--- src/rtl/id_stage.sv ---
// id_stage: registered RV32I decode stage.
// Takes instruction/PC pairs over a valid/ready handshake and holds one decoded
// entry for execute. A flush from execute discards the held and incoming entry.
module id_stage #(
    parameter int unsigned           WIDTH    = 32,
    parameter logic [WIDTH-1:0]      RESET_PC = '0
) (
    input  logic             clk,
    input  logic             rst_n,
    input  logic             in_valid,
    output logic             in_ready,
    input  logic [31:0]      in_instr,
    input  logic [WIDTH-1:0] in_pc,
    input  logic             flush,
    output logic             out_valid,
    input  logic             out_ready,
    output logic [WIDTH-1:0] pc,
    output logic [WIDTH-1:0] imm,
    output logic [1:0]       ALUa,
    output logic [1:0]       ALUb,
    output logic [3:0]       alu_cntr,
    output logic [2:0]       branch_cntr,
    output logic [4:0]       rs1,
    output logic [4:0]       rs2,
    output logic [4:0]       rd,
    output logic             reg_we,
    output logic             mem_rd,
    output logic             mem_wr,
    output logic [2:0]       mem_funct3,
    output logic             jal,
    output logic             jalr,
    output logic             illegal
);

    typedef enum logic [6:0] {
        OPC_LUI    = 7'b0110111,
        OPC_AUIPC  = 7'b0010111,
        OPC_JAL    = 7'b1101111,
        OPC_JALR   = 7'b1100111,
        OPC_BRANCH = 7'b1100011,
        OPC_LOAD   = 7'b0000011,
        OPC_STORE  = 7'b0100011,
        OPC_OPIMM  = 7'b0010011,
        OPC_OP     = 7'b0110011
    } opcode_e;

    typedef enum logic [3:0] {
        ALU_ADD  = 4'b0000,
        ALU_SUB  = 4'b0001,
        ALU_SLL  = 4'b0010,
        ALU_SLT  = 4'b0011,
        ALU_SLTU = 4'b0100,
        ALU_XOR  = 4'b0101,
        ALU_SRL  = 4'b0110,
        ALU_SRA  = 4'b0111,
        ALU_OR   = 4'b1000,
        ALU_AND  = 4'b1001
    } alu_op_e;

    typedef enum logic [2:0] {
        BR_NONE = 3'b000,
        BR_EQ   = 3'b001,
        BR_NE   = 3'b010,
        BR_LT   = 3'b011,
        BR_GE   = 3'b100
    } br_op_e;

    logic [2:0]  funct3;
    logic [6:0]  funct7;
    logic        accept;

    logic        illegal_d;
    logic [1:0]  alua_d;
    logic [1:0]  alub_d;
    alu_op_e     alu_d;
    br_op_e      br_d;
    logic        we_d;
    logic        mrd_d;
    logic        mwr_d;
    logic        jal_d;
    logic        jalr_d;
    logic [31:0] imm32;

    assign funct3   = in_instr[14:12];
    assign funct7   = in_instr[31:25];
    assign in_ready = !out_valid || out_ready;
    assign accept   = in_valid && in_ready && !flush;

    // Combinational decode of the incoming instruction word.
    always_comb begin
        illegal_d = 1'b0;
        alua_d    = 2'b11;
        alub_d    = 2'b00;
        alu_d     = ALU_ADD;
        br_d      = BR_NONE;
        we_d      = 1'b0;
        mrd_d     = 1'b0;
        mwr_d     = 1'b0;
        jal_d     = 1'b0;
        jalr_d    = 1'b0;
        imm32     = {{20{in_instr[31]}}, in_instr[31:20]};

        case (in_instr[6:0])
            OPC_LUI: begin
                alua_d = 2'b01;
                alub_d = 2'b10;
                we_d   = 1'b1;
                imm32  = {in_instr[31:12], 12'b0};
            end
            OPC_AUIPC: begin
                alua_d = 2'b10;
                alub_d = 2'b10;
                we_d   = 1'b1;
                imm32  = {in_instr[31:12], 12'b0};
            end
            OPC_JAL: begin
                alua_d = 2'b10;
                alub_d = 2'b11;
                we_d   = 1'b1;
                jal_d  = 1'b1;
                imm32  = {{12{in_instr[31]}}, in_instr[19:12], in_instr[20],
                          in_instr[30:21], 1'b0};
            end
            OPC_JALR: begin
                alua_d    = 2'b10;
                alub_d    = 2'b11;
                we_d      = 1'b1;
                jalr_d    = 1'b1;
                illegal_d = (funct3 != 3'b000);
            end
            OPC_BRANCH: begin
                imm32 = {{20{in_instr[31]}}, in_instr[7], in_instr[30:25],
                         in_instr[11:8], 1'b0};
                case (funct3)
                    3'b000: begin alu_d = ALU_SUB;  br_d = BR_EQ; end
                    3'b001: begin alu_d = ALU_SUB;  br_d = BR_NE; end
                    3'b100: begin alu_d = ALU_SLT;  br_d = BR_LT; end
                    3'b101: begin alu_d = ALU_SLT;  br_d = BR_GE; end
                    3'b110: begin alu_d = ALU_SLTU; br_d = BR_LT; end
                    3'b111: begin alu_d = ALU_SLTU; br_d = BR_GE; end
                    default: illegal_d = 1'b1;
                endcase
            end
            OPC_LOAD: begin
                alub_d    = 2'b10;
                mrd_d     = 1'b1;
                we_d      = 1'b1;
                illegal_d = (funct3 == 3'b011) || (funct3 == 3'b110) ||
                            (funct3 == 3'b111);
            end
            OPC_STORE: begin
                alub_d    = 2'b10;
                mwr_d     = 1'b1;
                imm32     = {{20{in_instr[31]}}, in_instr[31:25], in_instr[11:7]};
                illegal_d = (funct3[2] || funct3 == 3'b011);
            end
            OPC_OPIMM: begin
                alub_d = 2'b10;
                we_d   = 1'b1;
                case (funct3)
                    3'b000: alu_d = ALU_ADD;
                    3'b010: alu_d = ALU_SLT;
                    3'b011: alu_d = ALU_SLTU;
                    3'b100: alu_d = ALU_XOR;
                    3'b110: alu_d = ALU_OR;
                    3'b111: alu_d = ALU_AND;
                    3'b001: begin
                        alu_d     = ALU_SLL;
                        imm32     = {27'b0, in_instr[24:20]};
                        illegal_d = (funct7 != 7'b0000000);
                    end
                    default: begin
                        imm32 = {27'b0, in_instr[24:20]};
                        if (funct7 == 7'b0000000)
                            alu_d = ALU_SRL;
                        else if (funct7 == 7'b0100000)
                            alu_d = ALU_SRA;
                        else
                            illegal_d = 1'b1;
                    end
                endcase
            end
            OPC_OP: begin
                we_d   = 1'b1;
                alub_d = (funct3 == 3'b001 || funct3 == 3'b101) ? 2'b01 : 2'b00;
                case (funct3)
                    3'b000:  alu_d = funct7[5] ? ALU_SUB : ALU_ADD;
                    3'b001:  alu_d = ALU_SLL;
                    3'b010:  alu_d = ALU_SLT;
                    3'b011:  alu_d = ALU_SLTU;
                    3'b100:  alu_d = ALU_XOR;
                    3'b101:  alu_d = funct7[5] ? ALU_SRA : ALU_SRL;
                    3'b110:  alu_d = ALU_OR;
                    default: alu_d = ALU_AND;
                endcase
                if (funct7 == 7'b0100000)
                    illegal_d = !(funct3 == 3'b000 || funct3 == 3'b101);
                else
                    illegal_d = (funct7 != 7'b0000000);
            end
            default: illegal_d = 1'b1;
        endcase

        // Illegal entries must not cause any architectural side effect.
        if (illegal_d) begin
            we_d   = 1'b0;
            mrd_d  = 1'b0;
            mwr_d  = 1'b0;
            jal_d  = 1'b0;
            jalr_d = 1'b0;
            br_d   = BR_NONE;
        end
        if (in_instr[11:7] == 5'd0)
            we_d = 1'b0;
    end

    // Output pipeline register: flush beats accept beats drain; otherwise hold.
    always_ff @(posedge clk or negedge rst_n) begin
        if (!rst_n) begin
            out_valid   <= 1'b0;
            pc          <= RESET_PC;
            imm         <= '0;
            ALUa        <= 2'b11;
            ALUb        <= 2'b00;
            alu_cntr    <= '0;
            branch_cntr <= '0;
            rs1         <= '0;
            rs2         <= '0;
            rd          <= '0;
            reg_we      <= 1'b0;
            mem_rd      <= 1'b0;
            mem_wr      <= 1'b0;
            mem_funct3  <= '0;
            jal         <= 1'b0;
            jalr        <= 1'b0;
            illegal     <= 1'b0;
        end else if (flush) begin
            out_valid <= 1'b0;
        end else if (accept) begin
            out_valid   <= 1'b1;
            pc          <= in_pc;
            imm         <= WIDTH'($signed(imm32));
            ALUa        <= alua_d;
            ALUb        <= alub_d;
            alu_cntr    <= alu_d;
            branch_cntr <= br_d;
            rs1         <= in_instr[19:15];
            rs2         <= in_instr[24:20];
            rd          <= in_instr[11:7];
            reg_we      <= we_d;
            mem_rd      <= mrd_d;
            mem_wr      <= mwr_d;
            mem_funct3  <= funct3;
            jal         <= jal_d;
            jalr        <= jalr_d;
            illegal     <= illegal_d;
        end else if (out_ready) begin
            out_valid <= 1'b0;
        end
    end

endmodule

--- config.mk ---
export PLATFORM = sky130hd
export DESIGN_NAME = id_stage
export DESIGN_NICKNAME = d
export VERILOG_FILES = /design/src/rtl/id_stage.sv
export SDC_FILE = /design/constraint.sdc
export NUM_CORES = 1
export LEC_CHECK = 0
export BUFFER_PORTS_ARGS = -buffer_cell sky130_fd_sc_hd__buf_2
export CAP_MARGIN = 10
export CORE_MARGIN = 3
export CORE_UTILIZATION = 42
export DETAILED_ROUTE_END_ITERATION = 12
export PLACE_DENSITY = 0.8
export SLEW_MARGIN = 20
export SYNTH_ARGS = -nofsm -noshare
export SYNTH_HDL_FRONTEND = slang
export SYNTH_SLANG_ARGS = --single-unit
--- constraint.sdc ---
create_clock -name clk -period 1.7 [get_ports clk]
set_input_delay 0.255 -clock clk [delete_from_list [all_inputs] [get_ports clk]]
set_output_delay 0.255 -clock clk [all_outputs]
set_load 0.02 [all_outputs]
-- Yosys cells after proc, flatten, opt, wreduce, memory -nomap -nowiden
Cells that the tools add are included.
- register bits: 100
- input bits: 69
- output and inout port bits: 101
- logic and storage cells: 102
- muxes and demuxes: 36
- reduce and logical (&&, ||, !) cells: 31
- bitwise operators: 1
- equality and inequality tests: 17
- operators with widths (kind ; number):
    one-hot mux 32 bit (5 select lines) ; 1
    one-hot mux 4 bit (7 select lines) ; 2
    two-way mux 32 bit ; 1
    == test 7 x 6 -> 1 bit (second input constant) ; 4
    == test 7 bit (second input constant) ; 3
    two-way mux 1 bit ; 21
    == test 7 x 5 -> 1 bit (second input constant) ; 2
    OR reduction 2 bit ; 7
    == test 3 bit (second input constant) ; 4
    two-way mux 3 bit ; 4
    one-hot mux 3 bit (4 select lines) ; 1
    one-hot mux 4 bit (3 select lines) ; 1
    OR reduction 6 bit ; 2
    one-hot mux 3 bit (3 select lines) ; 1
    == test 7 x 2 -> 1 bit (second input constant) ; 1
    logical NOT 7 bit ; 1
    one-hot mux 1 bit (7 select lines) ; 1
    nonzero test 7 bit ; 1
    OR reduction 7 bit ; 1
    == test 3 x 2 -> 1 bit (second input constant) ; 2
    logical OR 1 bit ; 6
    one-hot mux 2 bit (3 select lines) ; 1
    nonzero test 3 bit ; 2
    OR reduction 3 bit ; 2
    other kinds (10) ; 13

-- Logic depth before layout (Yosys ltp)
- depth after elaboration: 7
- gate-level depth with buffers: 8
- mapped depth without buffers: 5

-- Worst setup path after synthesis
OpenSTA, ideal clock, no wires.
- kind: register to register
- start point: register out_valid
- end point: register mem_wr
- cell stages (with the launch flop): 8
- arrival time: 1666 ps
- setup time: 110 ps
- path slack: -76 ps
- path buffers: 2
- data required time: 1590 ps
- clock period less this slack: 1776 ps
- cells stage by stage: dfrtp_1 > nor2b_1 > inv_1 > nand3b_1 > buf_2 > buf_1 > nand2_1 > o41ai_1
- cells in the longest elaborated chain, start to end: 5
- ends and longest elaborated chain (what ; line ; text):
    from (decl) ; 15 ; output logic out_valid,
    from (signal assigned) ; 220 ; out_valid <= 1'b0;
    from (signal assigned) ; 238 ; out_valid <= 1'b0;
    from (signal assigned) ; 240 ; out_valid <= 1'b1;
    logical NOT 1 bit ; 86 ; assign in_ready = !out_valid || out_ready;
    logical OR 1 bit ; 86 ;
    named net in_ready ; 11 ; output logic in_ready,
    logical AND 1 bit (2 in a row) ; 87 ; assign accept = in_valid && in_ready && !flush;
    AND reduction 2 bit (no source line) ; - ;
    to (signal assigned) ; 252 ; mem_wr <= mwr_d;
    to (decl) ; 28 ; output logic mem_wr,
The timed path passes the listed nets, and every way through them passes these cells.
A chain may end at the register's enable or synchronous reset.

-- Worst setup path in the final report
- start point: register out_valid
- end point: register reg_we
- cells in the longest elaborated chain, start to end: 5
- ends and longest elaborated chain (what ; line ; text):
    logical NOT 1 bit ; 86 ;
    logical OR 1 bit ; 86 ;
    logical AND 1 bit (2 in a row) ; 87 ;
    AND reduction 2 bit (no source line) ; - ;
    to (signal assigned) ; 250 ; reg_we <= we_d;
    to (decl) ; 26 ; output logic reg_we,
No other way between the ends.

==> impl_metrics.env <==
export IMPL_outcome="finished clean"
export IMPL_drv_slew=0
export IMPL_worstHoldPathType="primary input to flop"
export IMPL_port_buffers=169
export IMPL_swShare=0.341
export IMPL_synth_simple_area_share=0.250
export IMPL_grt_ovfl_total=0
export IMPL_critical_path_max_stage_delay_ps=400
export IMPL_grt_pass1_wl_um=20100
export IMPL_crit_fanout=3
export IMPL_syn_to_final_growth_pct=33.9
export IMPL_synth_cells=493
export IMPL_fin_nets=750
export IMPL_fmax_mhz=645
export IMPL_finalSetupViolations=0
export IMPL_cts_buffers=9
export IMPL_antenna_cells=0
export IMPL_clock_insertion_delay_at_the_later_pin_of_the_skew_report_ps=370
export IMPL_syn_area_per_cell_um2=9.10
export IMPL_skew_ps=11.3
export IMPL_worst_hold_slack_ps=66.3
export IMPL_detailed_place_hpwl_um=9970
export IMPL_post_route_cells_drive_above_1_share=0.345
export IMPL_number_of_flops_mapped_to_enable_cells_by_yosys=0
export IMPL_post_synthesis_share_of_cell_area_spent_on_xor_and_xnor_gates=0.00390
export IMPL_design_area_um2=6010
export IMPL_post_route_min_period_ps=1550
export IMPL_criticalPathCategory="flop to flop"
export IMPL_htreeDepth=3
export IMPL_count_of_cell_types_in_the_netlist=56
export IMPL_muxShareOfSynthArea=0.00223
export IMPL_wirelength_um=13200
export IMPL_grt_setup_unrepaired="no"
export IMPL_mappedNetlistArea_um2=4490
export IMPL_setup_worst_path_start_class="flop"
export IMPL_end_kind="flop"
export IMPL_cts_reportedPaths_clkPinSlew_ps=100
export IMPL_vias=4273
export IMPL_design_portCount=170
export IMPL_layout_worst_path_cycle_share=0.912
export IMPL_power_switching_mw=1.96
export IMPL_seq_area_frac_synth=0.558
export IMPL_dpl_instance_area_um2=5730
export IMPL_synth_compound_area_share=0.148
export IMPL_clockBufferDepth=2
export IMPL_num_rows=37
export IMPL_clock_sink_count=100
export IMPL_largest_family_of_logic_cells_by_synthesized_area="simple AND/OR/NAND/NOR gates"
export IMPL_power_share_clock=0.252
export IMPL_ctsRootBufferMaster="clkbuf_8"
export IMPL_die_width_um=109
export IMPL_max_slew_worst_pin_slew_ps=497
export IMPL_ys_warn_count=0
export IMPL_ys_async_sr_fraction=1.00
export IMPL_postSynthNetCount=562
export IMPL_vias_per_std_cell=5.20
export IMPL_leakagePower_nw=3.22
export IMPL_tritoncts_clock_tree="done"
export IMPL_combPwrFrac=0.255
export IMPL_critical_path_cell_chain="nor2b_4, nor3b_4, o2111ai_4, nor4_4, a22o_1"
export IMPL_first_global_vias=3968
export IMPL_antenna_violating_nets_post_route=0
export IMPL_critPathRequiredTime_ps=2010
export IMPL_timing_critical_path_arrival_ps=1860
export IMPL_antenna_violations_before_repair=0
export IMPL_power_density_nw_per_um2=956
export IMPL_groute_usage_overall=0.215
export IMPL_worst_path_max_delay_cell="dfrtp_1"
export IMPL_grt_max_degree=37
export IMPL_initial_utilization=0.433
export IMPL_vdd_ir_drop_max_mv=0.458
export IMPL_r2r_setup_slk_ps=150
export IMPL_final_hold_viol_count=0
export IMPL_wire_per_inst_um=16.0
export IMPL_slew_headroom=0.666
export IMPL_die_y_um=109
export IMPL_synth_adder_area_share=0
export IMPL_power_report_internal_total_mw=3.79
export IMPL_drtIter0Drc=357
export IMPL_synth_main_ff_cell="dfrtp_1"
export IMPL_pwr_share_seq=0.492
export IMPL_core_region_area_um2=10400
export IMPL_max_cap_violations=0
export IMPL_dieArea_um2=12000
export IMPL_final_layout_fill_cell_count=956
export IMPL_post_route_drc_count=0
export IMPL_place_gp_congestion=0.987
export IMPL_dr_pass1_iters=5
export IMPL_yosys_register_bits=100
==> kinds of logic (layout without fill, tap and decap cells) <==
logic type,after synthesis,count (layout)
simple gates,255,255
flops,100,100
buf+inv,39,232
compound gates,96,96
mux,1,1
xor+xnor,2,2
==> power groups by stage <==
stage	sequential [mW]	clock [mW]	combinational, mW
3_3_place_gp	2.86	0	1.42
6_report	2.83	1.45	1.47
3_5_place_dp	2.88	0	1.46
4_1_cts	2.83	1.49	1.47
5_1_grt	2.87	1.59	1.60
2_1_floorplan	3.25	0	0.416
==> worst max-delay path: cells and delay by family, from the launching register on <==
family          cells  cell delay (ps)
simple gates        3              710
flops               1              400
compound gates      2              380
==> placed cells by master (no fill, tap or decap), drive strengths merged, types with 3 or more instances in the layout <==
master,count
nor2,26
a31oi,3
nor2b,5
o31ai,4
a21oi,22
a22o,7
buf,207
o21ai,24
clkinv,3
a311oi,3
a221oi,4
clkbuf,11
nor3,9
nand3,3
and3,9
nand2b,3
a211oi,4
inv,9
a221o,3
nand2,182
a211o,5
nor4,4
dfrtp,98
==> path summary, 6_finish.rpt <==
| check | startpoint | end | cells past startpoint |
|---|---|---|---|
| setup reg to reg | out_valid$_DFFE_PN0P_ | reg_we$_DFFE_PN0P_ | 5 |
| max in group asynchronous | rst_n | ALUa[1]$_DFFE_PN1P_ | 3 |
| setup / recovery | out_valid$_DFFE_PN0P_ | reg_we$_DFFE_PN0P_ | 5 |
| min in group asynchronous | rst_n | pc[23]$_DFFE_PN0P_ | 2 |
| hold / removal | in_pc[20] | pc[20]$_DFFE_PN0P_ | 3 |
| hold reg to reg | pc[2]$_DFFE_PN0P_ | pc[2]$_DFFE_PN0P_ | 2 |
==> layout make-up <==
class / instances / area [um2] / share of cell area
flip-flops and latches: 100 / 2500 / 0.417
multi-input cells: 354 / 1880 / 0.312
repair buffers: 208 / 1240 / 0.207
well taps: 136 / 170 / 0.0283
clock buffers: 11 / 141 / 0.0235
clock inverters: 5 / 45.0 / 0.00750
inverters: 8 / 30.0 / 0.00500
==> Yosys cell counts (2+ instances only) <==
cell type    n  share of area
a311oi_1     3         0.0059
o21ai_1     11          0.012
nor4_1       3         0.0042
nor3_1       9          0.010
o311ai_1     2         0.0039
and3_1       9          0.013
dfstp_2      2          0.012
or3_1        2         0.0028
inv_1        8         0.0067
or2_1        2         0.0028
o21ai_0     13          0.014
a31oi_1      3         0.0042
buf_1        8         0.0067
nand3_1      3         0.0033
buf_2        7         0.0078
nor2_1      26          0.022
nand2_1    182           0.15
a221oi_1     4         0.0078
a21o_1       2         0.0033
a22o_1       7          0.014
a21oi_1     22          0.025
clkbuf_1    14          0.012
nor2b_1      5         0.0070
a211o_1      5         0.0098
o31ai_1      4         0.0067
nand2b_1     3         0.0042
o31a_1       2         0.0039
a221o_1      3         0.0067
a211oi_1     4         0.0067
dfrtp_1     98           0.55
buf_6        2         0.0050
==> per-stage QoR <==
step                      TNS [ps]  std cells   util  power [mW]  setup WS, ps
final                            0        822  0.580        5.75           150
after floorplan                  0        493      -        3.67          36.8
after global placement        -524        803  0.553        4.29         -48.1
after global routing             0        822  0.580        6.05          43.4
after detailed placement     -1500        803  0.553        4.34         -84.7
after CTS                        0        820  0.572        5.78          24.5
==> registers in the layout (all words and copies together), names as in the netlist, 2 cells and up <==
signal	flops
imm	32
pc	32
rd	5
rs1	5
rs2	5
alu_cntr	4
branch_cntr	3
mem_funct3	3
ALUa	2
ALUb	2
==> routing by layer <==
layer	vias to the layer above	wire (um)	global-route usage	part of all wire
met5	-	0	0	0
met1	2035	5550	0.292	0.42
met2	164	6480	0.341	0.49
li1	2047	-	-	-
met3	27	794	0.0323	0.060
met4	0	332	0.0971	0.025
==> timing repair <==
action / 4_1_cts / 5_1_grt
endpoints found under the setup margin: 2 / 41
hold endpoints to repair: 34 / 0
cloned: 0 / 0
hold buffers: 1 / 0
gates resized for setup: 1 / 11
setup buffers: 0 / 2
pin swaps: 0 / 4
Power figures use the tool's default switching activity.
